===== src/rtl/sao_stat_pkg.sv =====
// SAO statistics accumulator: shared state type, width defaults
// and the saturating adders used by every lane.
package sao_stat_pkg;

  typedef enum logic [1:0] {
    IDLE,
    ACCUM,
    DRAIN
  } state_e;

  localparam int SUM_BIT_DEF = 18;
  localparam int CNT_BIT_DEF = 13;

  // Result is clamped to a w-bit signed range, w <= 32.
  function automatic logic signed [31:0] sat_add_s(
    input logic signed [31:0] a,
    input logic signed [31:0] b,
    input int                 w
  );
    logic signed [32:0] s;
    logic signed [32:0] mx;
    logic signed [32:0] mn;
    s  = 33'(a) + 33'(b);
    mx = (33'sd1 <<< (w - 1)) - 33'sd1;
    mn = -(33'sd1 <<< (w - 1));
    if (s > mx) begin
      s = mx;
    end else if (s < mn) begin
      s = mn;
    end
    return s[31:0];
  endfunction

  // Result is clamped to a w-bit unsigned range, w < 32.
  function automatic logic [31:0] sat_add_u(
    input logic [31:0] a,
    input logic [31:0] b,
    input int          w
  );
    logic [32:0] s;
    logic [32:0] mx;
    s  = {1'b0, a} + {1'b0, b};
    mx = (33'd1 << w) - 33'd1;
    if (s > mx) begin
      s = mx;
    end
    return s[31:0];
  endfunction

endpackage


===== src/rtl/sao_stat_accum_if.sv =====
// Drain-side bus of the SAO statistics accumulator:
// one category total per handshake.
interface sao_stat_accum_if
  import sao_stat_pkg::*;
#(
  parameter int N_CATE  = 4,
  parameter int SUM_BIT = SUM_BIT_DEF,
  parameter int CNT_BIT = CNT_BIT_DEF
);
  localparam int IDX_W = (N_CATE > 1) ? $clog2(N_CATE) : 1;

  logic                      out_valid;
  logic                      out_ready;
  logic [IDX_W-1:0]          out_idx;
  logic signed [SUM_BIT-1:0] out_sum;
  logic [CNT_BIT-1:0]        out_cnt;

  modport master (
    output out_valid,
    output out_idx,
    output out_sum,
    output out_cnt,
    input  out_ready
  );

  modport slave (
    input  out_valid,
    input  out_idx,
    input  out_sum,
    input  out_cnt,
    output out_ready
  );
endinterface


===== src/rtl/sao_stat_acc_lane.sv =====
// One category lane: saturating diff-sum and pixel-count pair
// with clear, clear-and-load and accumulate.
module sao_stat_acc_lane
  import sao_stat_pkg::*;
#(
  parameter int S31_W   = 7,
  parameter int SUM_BIT = SUM_BIT_DEF,
  parameter int CNT_BIT = CNT_BIT_DEF
) (
  input  logic                      clk,
  input  logic                      arst_n,
  input  logic                      clr,
  input  logic                      add_en,
  input  logic signed [S31_W-1:0]   s31_i,
  input  logic [1:0]                cnt_i,
  output logic signed [SUM_BIT-1:0] sum_o,
  output logic [CNT_BIT-1:0]        cnt_o
);

  logic signed [SUM_BIT-1:0] sum_q, sum_d, sum_base;
  logic [CNT_BIT-1:0]        cnt_q, cnt_d, cnt_base;
  logic signed [31:0]        inc_s;
  logic [31:0]               inc_c;

  // Clear-and-load is a clear followed by an ordinary add.
  always_comb begin
    sum_base = clr ? '0 : sum_q;
    cnt_base = clr ? '0 : cnt_q;
    inc_s    = '0;
    inc_c    = '0;
    if (add_en) begin
      inc_s = 32'(s31_i);
      inc_c = 32'(cnt_i);
    end
    sum_d = SUM_BIT'(sat_add_s(32'(sum_base), inc_s, SUM_BIT));
    cnt_d = CNT_BIT'(sat_add_u(32'(cnt_base), inc_c, CNT_BIT));
  end

  always_ff @(posedge clk or negedge arst_n) begin
    if (!arst_n) begin
      sum_q <= '0;
      cnt_q <= '0;
    end else begin
      sum_q <= sum_d;
      cnt_q <= cnt_d;
    end
  end

  assign sum_o = sum_q;
  assign cnt_o = cnt_q;

endmodule


===== src/rtl/sao_stat_accum.sv =====
// Per-CTB SAO statistics accumulator: control FSM, lanes,
// and the registered drain mux toward offset estimation.
module sao_stat_accum
  import sao_stat_pkg::*;
#(
  parameter int PIX3          = 3,
  parameter int diff_clip_bit = 4,
  parameter int N_CATE        = 4,
  parameter int SUM_BIT       = SUM_BIT_DEF,
  parameter int CNT_BIT       = CNT_BIT_DEF
) (
  input  logic                          clk,
  input  logic                          arst_n,
  input  logic                          ctb_start,
  input  logic                          in_valid,
  input  logic signed [diff_clip_bit+2:0] s31 [N_CATE],
  input  logic [1:0]                    cnt_in [N_CATE],
  input  logic                          ctb_end,
  sao_stat_accum_if.master              drn,
  output logic                          busy
);

  localparam int S31_W = diff_clip_bit + 3;
  localparam int IDX_W = (N_CATE > 1) ? $clog2(N_CATE) : 1;

  state_e           state_q, state_d;
  logic             busy_q, busy_d;
  logic             out_valid_q, out_valid_d;
  logic [IDX_W-1:0] out_idx_q, out_idx_d;
  logic             clr, add_en;

  logic signed [SUM_BIT-1:0] sum_w [N_CATE];
  logic [CNT_BIT-1:0]        cnt_w [N_CATE];

  for (genvar k = 0; k < N_CATE; k++) begin : g_lane
    sao_stat_acc_lane #(
      .S31_W  (S31_W),
      .SUM_BIT(SUM_BIT),
      .CNT_BIT(CNT_BIT)
    ) u_lane (
      .clk   (clk),
      .arst_n(arst_n),
      .clr   (clr),
      .add_en(add_en),
      .s31_i (s31[k]),
      .cnt_i (cnt_in[k]),
      .sum_o (sum_w[k]),
      .cnt_o (cnt_w[k])
    );
  end

  always_comb begin
    state_d     = state_q;
    out_valid_d = out_valid_q;
    out_idx_d   = out_idx_q;
    clr         = 1'b0;
    add_en      = 1'b0;
    unique case (state_q)
      IDLE: begin
        if (ctb_start) begin
          clr     = 1'b1;
          add_en  = in_valid;
          state_d = ACCUM;
        end
      end
      ACCUM: begin
        add_en = in_valid;
        if (ctb_start) begin
          clr = 1'b1;
        end else if (ctb_end) begin
          state_d     = DRAIN;
          out_valid_d = 1'b1;
          out_idx_d   = '0;
        end
      end
      DRAIN: begin
        if (out_valid_q && drn.out_ready) begin
          if (out_idx_q == IDX_W'(N_CATE - 1)) begin
            state_d     = IDLE;
            out_valid_d = 1'b0;
            out_idx_d   = '0;
          end else begin
            out_idx_d = out_idx_q + IDX_W'(1);
          end
        end
      end
      default: begin
        state_d     = IDLE;
        out_valid_d = 1'b0;
        out_idx_d   = '0;
      end
    endcase
    busy_d = (state_d != IDLE);
  end

  always_ff @(posedge clk or negedge arst_n) begin
    if (!arst_n) begin
      state_q     <= IDLE;
      busy_q      <= 1'b0;
      out_valid_q <= 1'b0;
      out_idx_q   <= '0;
    end else begin
      state_q     <= state_d;
      busy_q      <= busy_d;
      out_valid_q <= out_valid_d;
      out_idx_q   <= out_idx_d;
    end
  end

  assign busy          = busy_q;
  assign drn.out_valid = out_valid_q;
  assign drn.out_idx   = out_idx_q;
  assign drn.out_sum   = sum_w[out_idx_q];
  assign drn.out_cnt   = cnt_w[out_idx_q];

  for (genvar k = 0; k < N_CATE; k++) begin : g_chk
    a_cnt_in: assert property (
      @(posedge clk) disable iff (!arst_n)
      in_valid |-> 32'(cnt_in[k]) <= PIX3
    );
  end

  a_end_state: assert property (
    @(posedge clk) disable iff (!arst_n)
    ctb_end |-> state_q == ACCUM
  );

  a_hold: assert property (
    @(posedge clk) disable iff (!arst_n)
    (drn.out_valid && !drn.out_ready) |=>
      ($stable(drn.out_sum) && $stable(drn.out_cnt))
  );

endmodule


===== src/flat_wrapper.sv =====
// flat-port wrapper written by rule: the top's interface ports become plain ports
module sao_stat_accum_flat import sao_stat_pkg::*;
#(
  parameter int PIX3          = 3,
  parameter int diff_clip_bit = 4,
  parameter int N_CATE        = 4,
  parameter int SUM_BIT       = SUM_BIT_DEF,
  parameter int CNT_BIT       = CNT_BIT_DEF
)
  (clk, arst_n, ctb_start, in_valid, s31, cnt_in, ctb_end, busy, drn_out_valid, drn_out_idx, drn_out_sum, drn_out_cnt, drn_out_ready);
  sao_stat_accum_if #(.N_CATE(N_CATE), .SUM_BIT(SUM_BIT), .CNT_BIT(CNT_BIT)) drn_i ();
  input  logic clk;
  input  logic arst_n;
  input  logic ctb_start;
  input  logic in_valid;
  input  logic signed [diff_clip_bit+2:0] s31[N_CATE];
  input  logic [1:0] cnt_in[N_CATE];
  input  logic ctb_end;
  output logic busy;
  output wire logic [$bits(drn_i.out_valid)-1:0] drn_out_valid;
  output wire logic [$bits(drn_i.out_idx)-1:0] drn_out_idx;
  output wire logic [$bits(drn_i.out_sum)-1:0] drn_out_sum;
  output wire logic [$bits(drn_i.out_cnt)-1:0] drn_out_cnt;
  input wire logic [$bits(drn_i.out_ready)-1:0] drn_out_ready;
  assign drn_out_valid = drn_i.out_valid;
  assign drn_out_idx = drn_i.out_idx;
  assign drn_out_sum = drn_i.out_sum;
  assign drn_out_cnt = drn_i.out_cnt;
  assign drn_i.out_ready = drn_out_ready;
  sao_stat_accum #(.PIX3(PIX3), .diff_clip_bit(diff_clip_bit), .N_CATE(N_CATE), .SUM_BIT(SUM_BIT), .CNT_BIT(CNT_BIT)) u_core (.clk(clk), .arst_n(arst_n), .ctb_start(ctb_start), .in_valid(in_valid), .s31(s31), .cnt_in(cnt_in), .ctb_end(ctb_end), .drn(drn_i), .busy(busy));
endmodule

===== config.mk =====
export PLATFORM = sky130hd
export DESIGN_NAME = sao_stat_accum_flat
export DESIGN_NICKNAME = d
export VERILOG_FILES = /design/src/rtl/sao_stat_pkg.sv /design/src/rtl/sao_stat_accum_if.sv /design/src/rtl/sao_stat_acc_lane.sv /design/src/rtl/sao_stat_accum.sv /design/src/flat_wrapper.sv
export SDC_FILE = /design/constraint.sdc
export NUM_CORES = 1
export LEC_CHECK = 0
export ABC_AREA = 1
export BUFFER_PORTS_ARGS = -buffer_cell sky130_fd_sc_hd__buf_2
export CORE_MARGIN = 2
export CORE_UTILIZATION = 65
export CTS_CLUSTER_DIAMETER = 200
export DETAILED_ROUTE_END_ITERATION = 6
export GPL_TIMING_DRIVEN = 1
export HOLD_SLACK_MARGIN = 0.1
export PLACE_DENSITY = 0.83
export SYNTH_ARGS = -nofsm -noshare
export SYNTH_HDL_FRONTEND = slang
export SYNTH_SLANG_ARGS = --single-unit

===== constraint.sdc =====
create_clock -name clk -period 10.5 [get_ports clk]
set_input_delay 0.525 -clock clk [delete_from_list [all_inputs] [get_ports clk]]
set_output_delay 0.525 -clock clk [all_outputs]
set_load 0.05 [all_outputs]

After elaboration in Yosys (flattened, before gate mapping)
Cells that the tools add are included.
Cells by class
  bitwise logic cells: 2
  multiplexer cells: 54
  $lt $le $gt $ge: 13
  equal/unequal tests: 7
  add/sub/neg operators: 9
  reduce and logical (&&, ||, !) cells: 6
Operators with widths (number)
  $mux 18: 14
  $add 18x32->33: 4
  $gt 33x18->1 const B: 4
  $lt 33x18->1 const B: 4
  $mux 13: 10
  $mux 32: 4
  $add 13x2->14: 4
  $gt 14x13->1 const B: 4
  $bmux 18 s2: 1
  $bmux 13 s2: 1
  $mux 2: 13
  $pmux 2 s3: 2
  $mux 1: 7
  $reduce_and 5->1: 1
  $eq 2x2->1 const B: 2
  $ne 2x1->1 const B: 2
  $ne 2x2->1 const B: 2
  $reduce_and 4->1: 1
  $ge 3x3->1 const B: 1
  $not 2->3: 1
  $pmux 1 s3: 1
  $add 2x1->2 const B: 1
  $eq 2x1->1 const B: 1
  $logic_not 2->1: 1
  5 further kinds: 5
Word-level totals
  logic and storage cells: 103
  bits in registers: 130
  input port bits: 42
  output and inout bits: 35

Logic depth before layout (Yosys ltp)
Gate-level depths: netlist of the first run.
  depth after elaboration: 8
  mapped depth: 25
  mapped depth without buffers: 21

By module
Synthesis of the first run repeated with hierarchy kept, for this count alone.
Unflattened totals
  cell total of the unflattened synthesis: 1761
  area total of the unflattened synthesis: 12203.0 um^2
By module, submodules not included
  sao_stat_acc_lane (u_core.g_lane[0].u_lane ...): cells each 385, instances 2, area an instance 2792.7 um^2, seq. area each 775.7 um^2
  sao_stat_acc_lane (u_core.g_lane[3].u_lane): cells each 395, instances 1, area an instance 2812.7 um^2, seq. area each 775.7 um^2
  sao_stat_acc_lane (u_core.g_lane[2].u_lane): cells each 382, instances 1, area an instance 2637.5 um^2, seq. area each 775.7 um^2
  sao_stat_accum: cells each 214, instances 1, area an instance 1167.4 um^2, seq. area each 150.1 um^2

Worst setup path before layout of the first run
OpenSTA, ideal clock, no wires.
  path type: input-to-reg
  start: input ctb_start
  end: register u_core.g_lane[3].u_lane.sum_q[12]
  arrival time: 3.509 ns
  stages on the path: 23
  setup slack: 6.926 ns
  library setup time: 0.065 ns
  data required time: 10.435 ns
  cells stage by stage: nand2_4 -> buf_6 -> buf_6 -> buf_2 -> buf_2 -> clkbuf_1 -> buf_2 -> nand2_1 -> fa_1 -> nor2_1 -> nor3_1 -> o21ai_0 -> nand2_1 -> nand2_1 -> nand2_1 -> nand2_1 -> nand2_1 -> nand2_2 -> nand2_4 -> nand3_4 -> buf_6 -> nand2_1 -> nand2_1
On the way
  word-level cells in the longest chain between the ends: 7
RTL lines
  from (decl): line flat_wrapper.sv:14  | input logic ctb_start;
  $mux 1, on equally long branches: line sao_stat_accum.sv:60, sao_stat_accum.sv:68
  $pmux 1 s2 or $mux 1 (tied branches)
  $mux 32 or $mux 18 (tied branches): line sao_stat_acc_lane.sv:31, sao_stat_acc_lane.sv:27
  $add 18x32->33 (*): line sao_stat_pkg.sv:23  | s = 33'(a) + 33'(b);
  $lt 33x18->1: line sao_stat_pkg.sv:28  | end else if (s < mn) begin
  $mux 18: line sao_stat_pkg.sv:28
  $mux 18 (*): line sao_stat_pkg.sv:26  | if (s > mx) begin
  named net u_core.g_lane[3].u_lane.sum_d[12]: line sao_stat_acc_lane.sv:20  | logic signed [SUM_BIT-1:0] sum_q, sum_d, sum_base;
  to (signal assigned): line sao_stat_acc_lane.sv:44  | sum_q <= sum_d;
  to (decl): line sao_stat_acc_lane.sv:20
The timed path passes the listed nets; every way through them passes the cells marked *.
A chain may end at the register's enable or synchronous reset.

Worst setup path after layout of the first run
  start: register u_core.state_q[1]
  end: register u_core.g_lane[3].u_lane.sum_q[14]
On the way
  word-level cells in the longest chain between the ends: 8
RTL lines
  from (decl): line sao_stat_accum.sv:26  | state_e state_q, state_d;
  from (signal assigned): line sao_stat_accum.sv:103  | state_q <= state_d;
  $eq 2x1->1 or $logic_not 2->1 (tied branches): line sao_stat_accum.sv:58  | unique case (state_q)
  $reduce_or 2->1 (no source line)
  $mux 1
  $mux 18: line sao_stat_acc_lane.sv:27  | sum_base = clr ? '0 : sum_q;
  $add 18x32->33 (*): line sao_stat_pkg.sv:23
  $lt 33x18->1: line sao_stat_pkg.sv:28
  $mux 18: line sao_stat_pkg.sv:28
  $mux 18 (*): line sao_stat_pkg.sv:26
  named net u_core.g_lane[3].u_lane.sum_d[14]: line sao_stat_acc_lane.sv:20
Marked as above.

==> results of run 1 <==
## cell type report
cell class              instances  area (um^2)
multi-input cells            1298         6900
fillers                      1459         4750
flip-flops and latches        130         3250
inverters                     256          961
clock buffers                  19          453
repair buffers                 83          442
well taps                     225          282
clock inverters                13          196
diodes                          1         2.50
## placed cells by master (no fill, tap or decap), types with 17 or more instances in the layout
cell type / n
xnor2_1: 31
nand3_1: 100
nand2_2: 30
a21oi_1: 102
inv_1: 242
nand4_1: 23
clkbuf_16: 17
xor2_1: 46
o21ai_0: 90
nor2_1: 211
buf_2: 75
nand2_1: 491
dfrtp_1: 130
ha_1: 57
## flip-flops by register name, summed over array words and instances, names as in the netlist
signal,cells
u_core.drn.out_valid,1
u_core.drn.out_idx,2
u_core.g_lane.u_lane.cnt_o,52
u_core.state_q,2
u_core.g_lane.u_lane.sum_o,72
u_core.busy,1
## path summary, 6_finish.rpt
path / to / slack (ps) / startpoint / depth (start not counted)
worst max register to register: u_core.g_lane[3].u_lane.sum_o[14]$_DFF_PN0_ / 6480 / u_core.state_q[1]$_DFF_PN0_ / 19
worst max-delay path: u_core.g_lane[3].u_lane.sum_o[14]$_DFF_PN0_ / 6480 / u_core.state_q[1]$_DFF_PN0_ / 19
max in group asynchronous: u_core.g_lane[0].u_lane.sum_o[17]$_DFF_PN0_ / 8530 / arst_n / 3
worst min register to register: u_core.g_lane[1].u_lane.cnt_o[11]$_DFF_PN0_ / 520 / u_core.g_lane[1].u_lane.cnt_o[12]$_DFF_PN0_ / 2
worst min-delay path: u_core.state_q[0]$_DFF_PN0_ / 430 / ctb_end / 4
min in group asynchronous: u_core.g_lane[3].u_lane.cnt_o[11]$_DFF_PN0_ / 620 / arst_n / 2
## report_power, final
part,switching [mW],internal (mW)
Clock,0.247,0.415
Sequential,0.127,0.672
Combinational,1.42,0.552
Total,1.79,1.64
## per-layer routing
layer	GRT usage [%]	wire (um)	vias to the layer above
li1	-	-	5575
met4	16.1	1250	0
met1	47.0	13700	5292
met5	0	0	-
met3	6.11	2440	96
met2	56.5	14700	481
## cells by family (layout without fill, tap and decap cells)
logic type	count (synthesis)	in the layout	share of synthesized area, %
other cells	0	1	0
simple gates	922	922	35.9
fa+ha+maj	65	65	7.65
compound gates	234	234	11.0
xor+xnor	77	77	5.91
flops	130	130	28.5
buf+inv	307	371	11.1
## worst max-delay path: cells and delay by family, from the launching register on
family	cells	cell delay (ps)
adder cells (fa/ha/maj)	2	470
AO/OA/AOI/OAI	1	180
AND/OR/NAND/NOR	14	2110
flip-flops	1	450
buffers and inverters	2	650
==> results.yml, run 1 <==
floorplanning:
  dieArea_mm2: 0.0186
  initial_core_util_pct: 66.2
  die_w_um: 136
  core_area_mm2: 0.0172
  rows: 48
  ioPinCount: 77
  die_h_um: 136
clock_network:
  cts-htree-levels: 4
  cts_sinks: 130
  cts-root-buf: "clkbuf_16"
  worstSkewPairLatency_ps: 430
  ctsResizeCount: 0
  clkTransAtPathRegs_ps: 60
  cts_buffers: 17
  cts_tree: "built"
  post_cts_buffers: 0
  cts_hold_buf: 1
  clock_path_buffers: 2
timing:
  finalHoldViolCount: 0
  period_needed_ps: 4020
  rsz0062_at_grt: "no"
  worst_pin_slew_ps: 922
  drv_slew: 0
  finalHoldWorstSlack_ps: 427
  fin_ws_ps: 6480
  skew_ps: 12.0
  setup_viol: 0
  finalSetupTns_ps: 0
  post-route-period-util_pct: 38.3
  maxSlewHeadroom_pct: 38.6
  fmax_mhz: 249
min_path:
  hp-class: "in -> reg"
routing:
  postRouteAntennaNets: 0
  vias: 11444
  first_iter_violations: 1030
  wirelength_mm: 32.1
  wl_per_cell_um: 15.9
  route.detailed.drc: 5
  drt_pass1_iterations: 7
  vias_per_cell: 5.65
placement:
  gp_congestion: 0.985
  dpl_worst_slack_ps: 6380
  place_area_mm2: 0.0118
  placed_cells: 1991
  hpwl_mm: 23.3
  io_buffers: 76
yosys:
  avgSynthCellArea_um2: 6.58
  ys_top_cells_by_area: "dfrtp_1 (29%), nand2_1 (16%), inv_1 (8.0%)"
  ys_warn_count: 0
  seq_area_frac_synth_pct: 28.5
  syn_area_mm2: 0.0114
  synth_cell_type_count: 41
  synth_enable_flop_cells: 0
  synth_fp_nets: 1842
  synth.most_common_cell: "nand2_1"
  netlist.area_leader.share_pct: 28.5
  ys_seq_elements: 130
  post-synth-top-area-cell: "dfrtp_1"
  ys_async_sr_fraction_pct: 100
  synthFlopType: "dfrtp_1"
  syn_inst: 1735
  ys_top_cells_by_count: "nand2_1 (491), inv_1 (242), nor2_1 (211)"
global_route:
  grt_first_pass_wirelength_mm: 51.5
  track_usage_pct: 35.4
  grt.overflow.total: 0
  grt_pass1_vias: 10752
  grt_max_degree: 83
  antenna_found_initial: 1
cells_and_area:
  final_core_util_pct: 72.4
  stdcell_count: 2025
  design_area_mm2: 0.0125
  drive_gt1_share_pct: 11.7
  syn_to_final_growth_pct: 9.42
  finalNetCount: 1893
setup_path:
  critical-path-slowest-cell: "nor2_4"
  path_class: "reg -> reg"
  crit_path_cell_trace: "nor2_4, buf_4, nor2_1, ha_1, inv_1, fa_1, nor2_1, nor3_1, o21ai_0, nand2_1, nand2_1, nand2_1, nand2_1, nand2_1, nand2_2, nand2_4, nand3_4, nand2_1, nand2_1"
  cp.required_ps: 10800
  setup.worst_path.end_class: "flop"
  cpPeakStageDelay_ps: 650
  arrival_ps: 4320
  path_common_cell: "nand2_1"
  start_kind: "flop"
  cp_max_fo: 40
pwr:
  leakage_nw: 7.20
  p_total_mw: 3.43
  ir_drop_uv: 285
  power_density_mw_per_mm2: 275
job:
  max-cap-violations: 0
outcome:
  outcome: "complete, but fails checks"
  violations: "DRC"
(Power assumes the default switching activity.)
==> inputs of run 2 (changes only) <==
--- a/config.mk
+++ b/config.mk
@@ -5,15 +5,15 @@
 export SDC_FILE = /design/constraint.sdc
 export NUM_CORES = 1
 export LEC_CHECK = 0
-export ABC_AREA = 1
+export ABC_AREA = 0
 export BUFFER_PORTS_ARGS = -buffer_cell sky130_fd_sc_hd__buf_2
 export CORE_MARGIN = 2
-export CORE_UTILIZATION = 65
+export CORE_UTILIZATION = 56
 export CTS_CLUSTER_DIAMETER = 200
 export DETAILED_ROUTE_END_ITERATION = 6
 export GPL_TIMING_DRIVEN = 1
 export HOLD_SLACK_MARGIN = 0.1
-export PLACE_DENSITY = 0.83
+export PLACE_DENSITY = 0.76
 export SYNTH_ARGS = -nofsm -noshare
 export SYNTH_HDL_FRONTEND = slang
 export SYNTH_SLANG_ARGS = --single-unit
==> constraint.sdc (replaced) <==
create_clock -name clk -period 3.6 [get_ports clk]
set_input_delay 0.18 -clock clk [delete_from_list [all_inputs] [get_ports clk]]
set_output_delay 0.18 -clock clk [all_outputs]
set_load 0.05 [all_outputs]
==> run 2 against run 1 <==
Compared with the run above:
- the flow finishes with violations (setup timing)
- non-clock buffer count up 108
- die area rose by 11%
- worst hold slack worse by 250 ps
- clock power grew to 2.8 times the previous value
- register-to-register slack got worse by 6500 ps
- sequential cell count unchanged
- clock skew decreased by 0.86 ps
- sequential share of layout area down 2.2 points
- count of clock-buffer cells in the layout shrank 1
- first-iteration DRC count is 0.87% lower
- cell area increased by 9.1%
- maximum frequency rose by 10%
- critical endpoint is now u_core.g_lane[2].u_lane.sum_o[0]$_DFF_PN0_
- largest cell class unchanged
- highest routed layer unchanged
==> results.yml, run 2 <==
floorplanning:
  ioPinCount: 77
  core_area_mm2: 0.0193
  dieArea_mm2: 0.0207
  die_w_um: 144
  initial_core_util_pct: 56.6
  die_h_um: 144
  rows: 51
clock_network:
  clkTransAtPathRegs_ps: 60
  cts-root-buf: "clkbuf_16"
  worstSkewPairLatency_ps: 430
  cts_tree: "built"
  cts_buffers: 17
  clock_path_buffers: 2
  cts_sinks: 130
  cts-htree-levels: 4
routing:
  wirelength_mm: 33.7
  first_iter_violations: 1021
  dr_wl_met3_mm: 2.67
  drt_pass1_iterations: 5
  top_layer_used: "met4"
  route.detailed.drc: 0
  met2_length_mm: 15.7
  vias_per_cell: 6.30
  wl_met1_mm: 14.2
  postRouteAntennaNets: 0
  vias: 10577
  wl_per_cell_um: 20.1
yosys:
  post-synth-top-area-cell: "dfrtp_1"
  syn_area_mm2: 0.0109
  synth_cell_type_count: 92
  synth_fp_nets: 1368
  ys_top_cells_by_count: "dfrtp_1 (130), nand2_1 (122), o21ai_0 (105)"
  syn_inst: 1261
  seq_area_frac_synth_pct: 29.7
  ys_async_sr_fraction_pct: 100
  ys_top_cells_by_area: "dfrtp_1 (30%), ha_1 (6.5%), mux4_2 (6.4%)"
  netlist.area_leader.share_pct: 29.7
  ys_warn_count: 0
  synthFlopType: "dfrtp_1"
  avgSynthCellArea_um2: 8.68
  synth.most_common_cell: "dfrtp_1"
  synth_enable_flop_cells: 0
  ys_seq_elements: 130
timing:
  fin_ws_ps: -45.8
  maxSlewHeadroom_pct: 29.7
  rsz0062_at_grt: "yes"
  post-route-period-util_pct: 101
  setup_viol: 12
  period_needed_ps: 3650
  worst_pin_slew_ps: 1050
  finalHoldViolCount: 0
  fmax_mhz: 274
  drv_slew: 0
  skew_ps: 11.2
  finalHoldWorstSlack_ps: 174
global_route:
  grt.overflow.total: 0
  track_usage_pct: 31.2
  grt_first_pass_wirelength_mm: 50.2
  grt_max_degree: 85
  grt_pass1_vias: 9690
  antenna_found_initial: 0
pwr:
  leakage_nw: 6.11
  ir_drop_uv: 509
  power_density_mw_per_mm2: 672
  p_total_mw: 9.16
placement:
  gp_congestion: 0.930
  hpwl_mm: 22.7
  io_buffers: 76
setup_path:
  start_kind: "flop"
  cp_max_fo: 8
  cpPeakStageDelay_ps: 410
  path_class: "reg -> reg"
  reg2reg_slack_ps: -50
  path_common_cell: "o21ai_1"
  setup.worst_path.end_class: "flop"
  crit_path_cell_trace: "nor2_2, nor3b_2, clkbuf_16, buf_12, and2_4, ha_4, inv_2, fa_2, nor2b_1, o21ai_1, nand2b_1, a31oi_4, o221ai_2, a31oi_2, o221a_4, nor3b_4, a21oi_4, o21ai_1"
  arrival_ps: 3990
  cp.required_ps: 3940
  critical-path-slowest-cell: "nor3b_4"
min_path:
  hp-class: "in -> reg"
outcome:
  outcome: "complete, but fails checks"
  violations: "setup timing"
cells_and_area:
  layout.cells.most_common_list: "dfrtp_1 (129), nand2_1 (116), buf_4 (94), and2_1 (82), buf_2 (75)"
  final_common_cell: "dfrtp_1"
  syn_to_final_growth_pct: 24.5
  drive_gt1_share_pct: 28.0
  finalNetCount: 1507
  nFillCells: 1434
  largest_reg_flops: 72
job:
  max-cap-violations: 0
## run 2: cell count changes in the layout (fill, tap and decap cells not counted), sizes merged, moves of 19 or more
cell / delta
inv: -212
mux4: +31
nand3: -49
xnor2: +21
and2: +89
buf: +104
nand2: -401
o21ai: +41
nor2: -158
nand2b: +19
a21oi: -36
## run 2: kinds of logic after synthesis
logic type | count (synthesis) | share of synthesized area [%]
buffers and inverters | 119 | 4.71
DFF | 130 | 29.7
and+or+nand+nor | 465 | 22.2
muxes | 38 | 7.14
xor gates and xnor gates | 85 | 6.81
AOI/OAI and AO/OA | 354 | 20.9
adders and majority gates | 70 | 8.48
## run 2: timing repair
action,CTS,global route
gates resized for setup,7,102
hold buffers,3,0
setup buffers,10,30
endpoints found under the setup margin,55,68
pin swaps,13,44
gates cloned,1,3
endpoints found under the hold margin,84,0
## run 2: routing by layer
metal | global-route usage, % | vias to the layer above
met5 | 0 | -
met3 | 4.83 | 107
met1 | 43.9 | 5102
li1 | - | 4857
met4 | 12.2 | 0
met2 | 48.6 | 511
## run 2: final timing paths
check,start,cells after the start,to
setup reg to reg,u_core.state_q[0]$_DFF_PN0_,18,u_core.g_lane[2].u_lane.sum_o[0]$_DFF_PN0_
hold / removal,cnt_in[0],4,u_core.g_lane[3].u_lane.cnt_o[0]$_DFF_PN0_
max in group asynchronous,arst_n,3,u_core.g_lane[2].u_lane.sum_o[7]$_DFF_PN0_
setup / recovery,u_core.state_q[0]$_DFF_PN0_,18,u_core.g_lane[2].u_lane.sum_o[0]$_DFF_PN0_
hold reg to reg,u_core.g_lane[3].u_lane.cnt_o[11]$_DFF_PN0_,1,u_core.g_lane[3].u_lane.cnt_o[11]$_DFF_PN0_
min in group asynchronous,arst_n,2,u_core.g_lane[0].u_lane.sum_o[13]$_DFF_PN0_
## run 2: critical path, delay by kind of cell, from the launching register on
family / cells / cell delay (ps)
simple gates: 6 / 1100
flops: 1 / 390
fa+ha+maj: 2 / 510
compound gates: 7 / 1210
buf+inv: 3 / 350
## run 2: final cells by class
class / instances / area [um^2] / share of cell area (%)
Inverter: 45 / 173 / 1.27
Timing Repair Buffer: 191 / 1430 / 10.5
Tap cell: 265 / 332 / 2.43
Clock inverter: 13 / 184 / 1.35
Clock buffer: 18 / 439 / 3.22
Antenna cell: 1 / 2.50 / 0.0184
Sequential cell: 130 / 3250 / 23.9
Multi-Input combinational cell: 1015 / 7810 / 57.3
## run 2: per-stage QoR
stage,worst slack (ps),TNS (ps),utilization (%),cells,instance area [um^2]
after floorplan,-433,-22630,-,1261,11400
after detailed placement,-180,-4530,63.1,1599,12200
final,-45.8,-243,70.4,1678,13600
after global routing,-220,-6830,70.4,1677,13600
after global placement,-139,-1420,63.1,1599,12200
after CTS,-1.69,-1.69,67.2,1644,13000
## run 2: where the power goes
| group | switching (mW) | total [mW] | leakage [nW] | internal, mW |
|---|---|---|---|---|
| clock network | 0.695 | 1.87 | 0.299 | 1.17 |
| logic | 2.69 | 4.64 | 4.14 | 1.95 |
| registers | 0.723 | 2.65 | 1.67 | 1.92 |
==> inputs of run 3 (changes only) <==
--- a/config.mk
+++ b/config.mk
@@ -13,7 +13,7 @@
 export DETAILED_ROUTE_END_ITERATION = 6
 export GPL_TIMING_DRIVEN = 1
 export HOLD_SLACK_MARGIN = 0.1
-export PLACE_DENSITY = 0.76
+export PLACE_DENSITY_LB_ADDON = 0.2
 export SYNTH_ARGS = -nofsm -noshare
 export SYNTH_HDL_FRONTEND = slang
 export SYNTH_SLANG_ARGS = --single-unit
==> run 3 against run 2 <==
Compared with the run above:
- the run still ends with setup timing left
- combinational power grew 2%
- wire length grew 2.9%
- count of clock-buffer cells in the layout is the same
- via count grew 0.88%
- maximum frequency grew 0.61%
- cell area is essentially flat
- critical path depth is the same
- worst hold slack is essentially flat
- final cell count shrank 0.42%
- sequential power is essentially flat
- critical path type unchanged
==> results.yml, run 3 (same netlist as run 2, synthesis figures left out) <==
setup_path:
  r2r_start: "u_core.state_q[1]$_DFF_PN0_"
  path_class: "reg -> reg"
  cp.required_ps: 3930
  setup.worst_path.end_class: "flop"
  critPathBufInv: 4
  crit_family: "compound AO/OA/AOI/OAI gates"
  r2r_cells: 18
  critical-path-slowest-cell: "dfrtp_2"
  reg2reg_slack_ps: -20
  arrival_ps: 3960
  start_kind: "flop"
  crit_path_cell_trace: "nor3b_4, buf_6, buf_12, and2_1, ha_2, inv_1, fa_2, nand2b_4, a21oi_2, o21a_1, o22ai_2, a21oi_2, o22ai_2, o221a_2, nand2_2, mux2i_4, buf_6, o31ai_1"
  r2r-end: "u_core.g_lane[1].u_lane.sum_o[4]$_DFF_PN0_"
  cp_max_fo: 7
  cpPeakStageDelay_ps: 450
pwr:
  power_density_mw_per_mm2: 677
  internal_power_mw: 5.01
  ir_drop_uv: 392
  clkPwrFrac_pct: 19.8
  switching_share_pct: 45.7
  combPwrFrac_pct: 51.5
  leakage_nw: 6.09
  netSwitchingPower_mw: 4.22
  p_seq_share_pct: 28.7
global_route:
  antenna_found_initial: 0
  use_met3_pct: 5.00
  grt_max_degree: 68
  busiest_layer: "met2"
  grt.overflow.total: 0
  track_usage_pct: 31.4
  grt_first_pass_wirelength_mm: 50.5
  grtUsageMet2_pct: 49.4
  use_met1_pct: 44.3
  grt_pass1_vias: 9680
floorplanning:
  die_w_um: 144
  initial_core_util_pct: 56.6
  die_h_um: 144
  core_area_mm2: 0.0193
  rows: 51
  ioPinCount: 77
  dieArea_mm2: 0.0207
routing:
  vias_per_cell: 6.39
  vias: 10670
  wl_per_cell_um: 20.7
  first_iter_violations: 973
  wirelength_mm: 34.7
  route.detailed.drc: 0
  drt_pass1_iterations: 6
  postRouteAntennaNets: 0
cells_and_area:
  largest_reg_flops: 72
  layout.cells.most_common_list: "dfrtp_1 (128), nand2_1 (116), buf_4 (84), and2_1 (82), buf_2 (75)"
  stdcell_count: 1671
  syn_to_final_growth_pct: 24.5
  antenna_cells: 0
  design_area_mm2: 0.0136
  drive_gt1_share_pct: 27.6
  finalNetCount: 1500
  final_common_cell: "dfrtp_1"
timing:
  drv_slew: 0
  worst_pin_slew_ps: 902
  maxSlewHeadroom_pct: 39.9
  fmax_mhz: 276
  rsz0062_at_grt: "yes"
  finalHoldViolCount: 0
  fin_ws_ps: -23.9
  skew_ps: 12.0
  post-route-period-util_pct: 101
  setup_viol: 5
  period_needed_ps: 3620
placement:
  hpwl_mm: 23.4
  gp_congestion: 0.930
  place_area_mm2: 0.0123
  placed_cells: 1608
  io_buffers: 76
min_path:
  hp-class: "in -> reg"
  hold_path_end: "u_core.g_lane[2].u_lane.cnt_o[0]$_DFF_PN0_"
  min_from: "cnt_in[2]"
  holdPathStages: 4
job:
  max-cap-violations: 0
clock_network:
  cts-htree-levels: 4
  worstSkewPairLatency_ps: 430
  cts_sinks: 130
  clock_path_buffers: 2
  cts-root-buf: "clkbuf_16"
  clkTransAtPathRegs_ps: 60
  cts_buffers: 17
  cts_tree: "built"
outcome:
  outcome: "complete, but fails checks"
  violations: "setup timing"
==> run 3: cell count changes in the layout (fill, tap and decap cells not counted), moves of 3 or more <==
cell,before,now
buf_4,94,84
ha_4,11,14
o21ai_2,17,20
o21ai_1,56,52
inv_2,10,5
inv_1,34,39
==> run 3: area by class of cell <==
| type | count | area [um^2] |
|---|---|---|
| Clock buffer | 18 | 429 |
| Clock inverter | 14 | 178 |
| Fill cell | 1485 | 5710 |
| Inverter | 45 | 171 |
| Multi-Input combinational cell | 1015 | 7850 |
| Sequential cell | 130 | 3260 |
| Tap cell | 265 | 332 |
| Timing Repair Buffer | 184 | 1410 |
==> run 3: worst max path at each step <==
stage / slack [ps] / start / depth (start not counted) / to
finish: -20 / u_core.state_q[1]$_DFF_PN0_ / 18 / u_core.g_lane[1].u_lane.sum_o[4]$_DFF_PN0_
global route: -150 / u_core.state_q[1]$_DFF_PN0_ / 19 / u_core.g_lane[0].u_lane.sum_o[16]$_DFF_PN0_
CTS: -30 / u_core.state_q[1]$_DFF_PN0_ / 17 / u_core.g_lane[2].u_lane.sum_o[0]$_DFF_PN0_
detailed placement: -120 / u_core.state_q[1]$_DFF_PN0_ / 14 / u_core.g_lane[3].u_lane.sum_o[1]$_DFF_PN0_
global placement: -4 / u_core.state_q[1]$_DFF_PN0_ / 15 / u_core.g_lane[3].u_lane.sum_o[0]$_DFF_PN0_
floorplan: -430 / u_core.state_q[1]$_DFF_PN0_ / 23 / u_core.g_lane[3].u_lane.sum_o[4]$_DFF_PN0_
==> run 3: power by group through the flow <==
| stage | clock network, mW | registers [mW] | logic [mW] |
|---|---|---|---|
| after floorplan | 0 | 2.19 | 3.45 |
| after global placement | 0 | 2.59 | 4.09 |
| after detailed placement | 0 | 2.60 | 4.19 |
| after CTS | 1.83 | 2.58 | 4.27 |
| after global routing | 1.90 | 2.68 | 5.10 |
| final | 1.83 | 2.64 | 4.75 |
==> run 3: worst min-delay path: cells and delay by family <==
kind / cells / cell delay (ps)
buf+inv: 1 / 70
simple gates: 2 / 200
fa+ha+maj: 1 / 120
==> run 3: metrics by stage <==
step / utilization (%) / setup TNS, ps / setup WS (ps) / total power [mW] / hold slack, ps
final: 70.5 / -58.5 / -23.9 / 9.22 / 174
after global routing: 70.5 / -5500 / -147 / 9.68 / 185
after CTS: 67.0 / -71.8 / -29.0 / 8.69 / 154
after detailed placement: 63.4 / -1190 / -122 / 6.79 / 218
after global placement: 63.4 / -4.48 / -4.48 / 6.68 / 219
after floorplan: - / -22630 / -433 / 5.64 / -116
==> run 3: repair_timing <==
action / CTS / global route
pin swaps: 4 / 43
gates cloned: 1 / 6
endpoints found under the setup margin: 36 / 65
buffers inserted: 3 / 18
hold buffers: 3 / 0
endpoints found under the hold margin: 66 / 0
resized for setup: 1 / 104
==> run 3: metal layers <==
layer	up-vias	wire [um]	part of all wire [%]
met4	0	1100	3.2
met5	-	0	0
met3	86	2930	8.5
met1	5204	14500	42
met2	533	16100	46
li1	4847	-	-
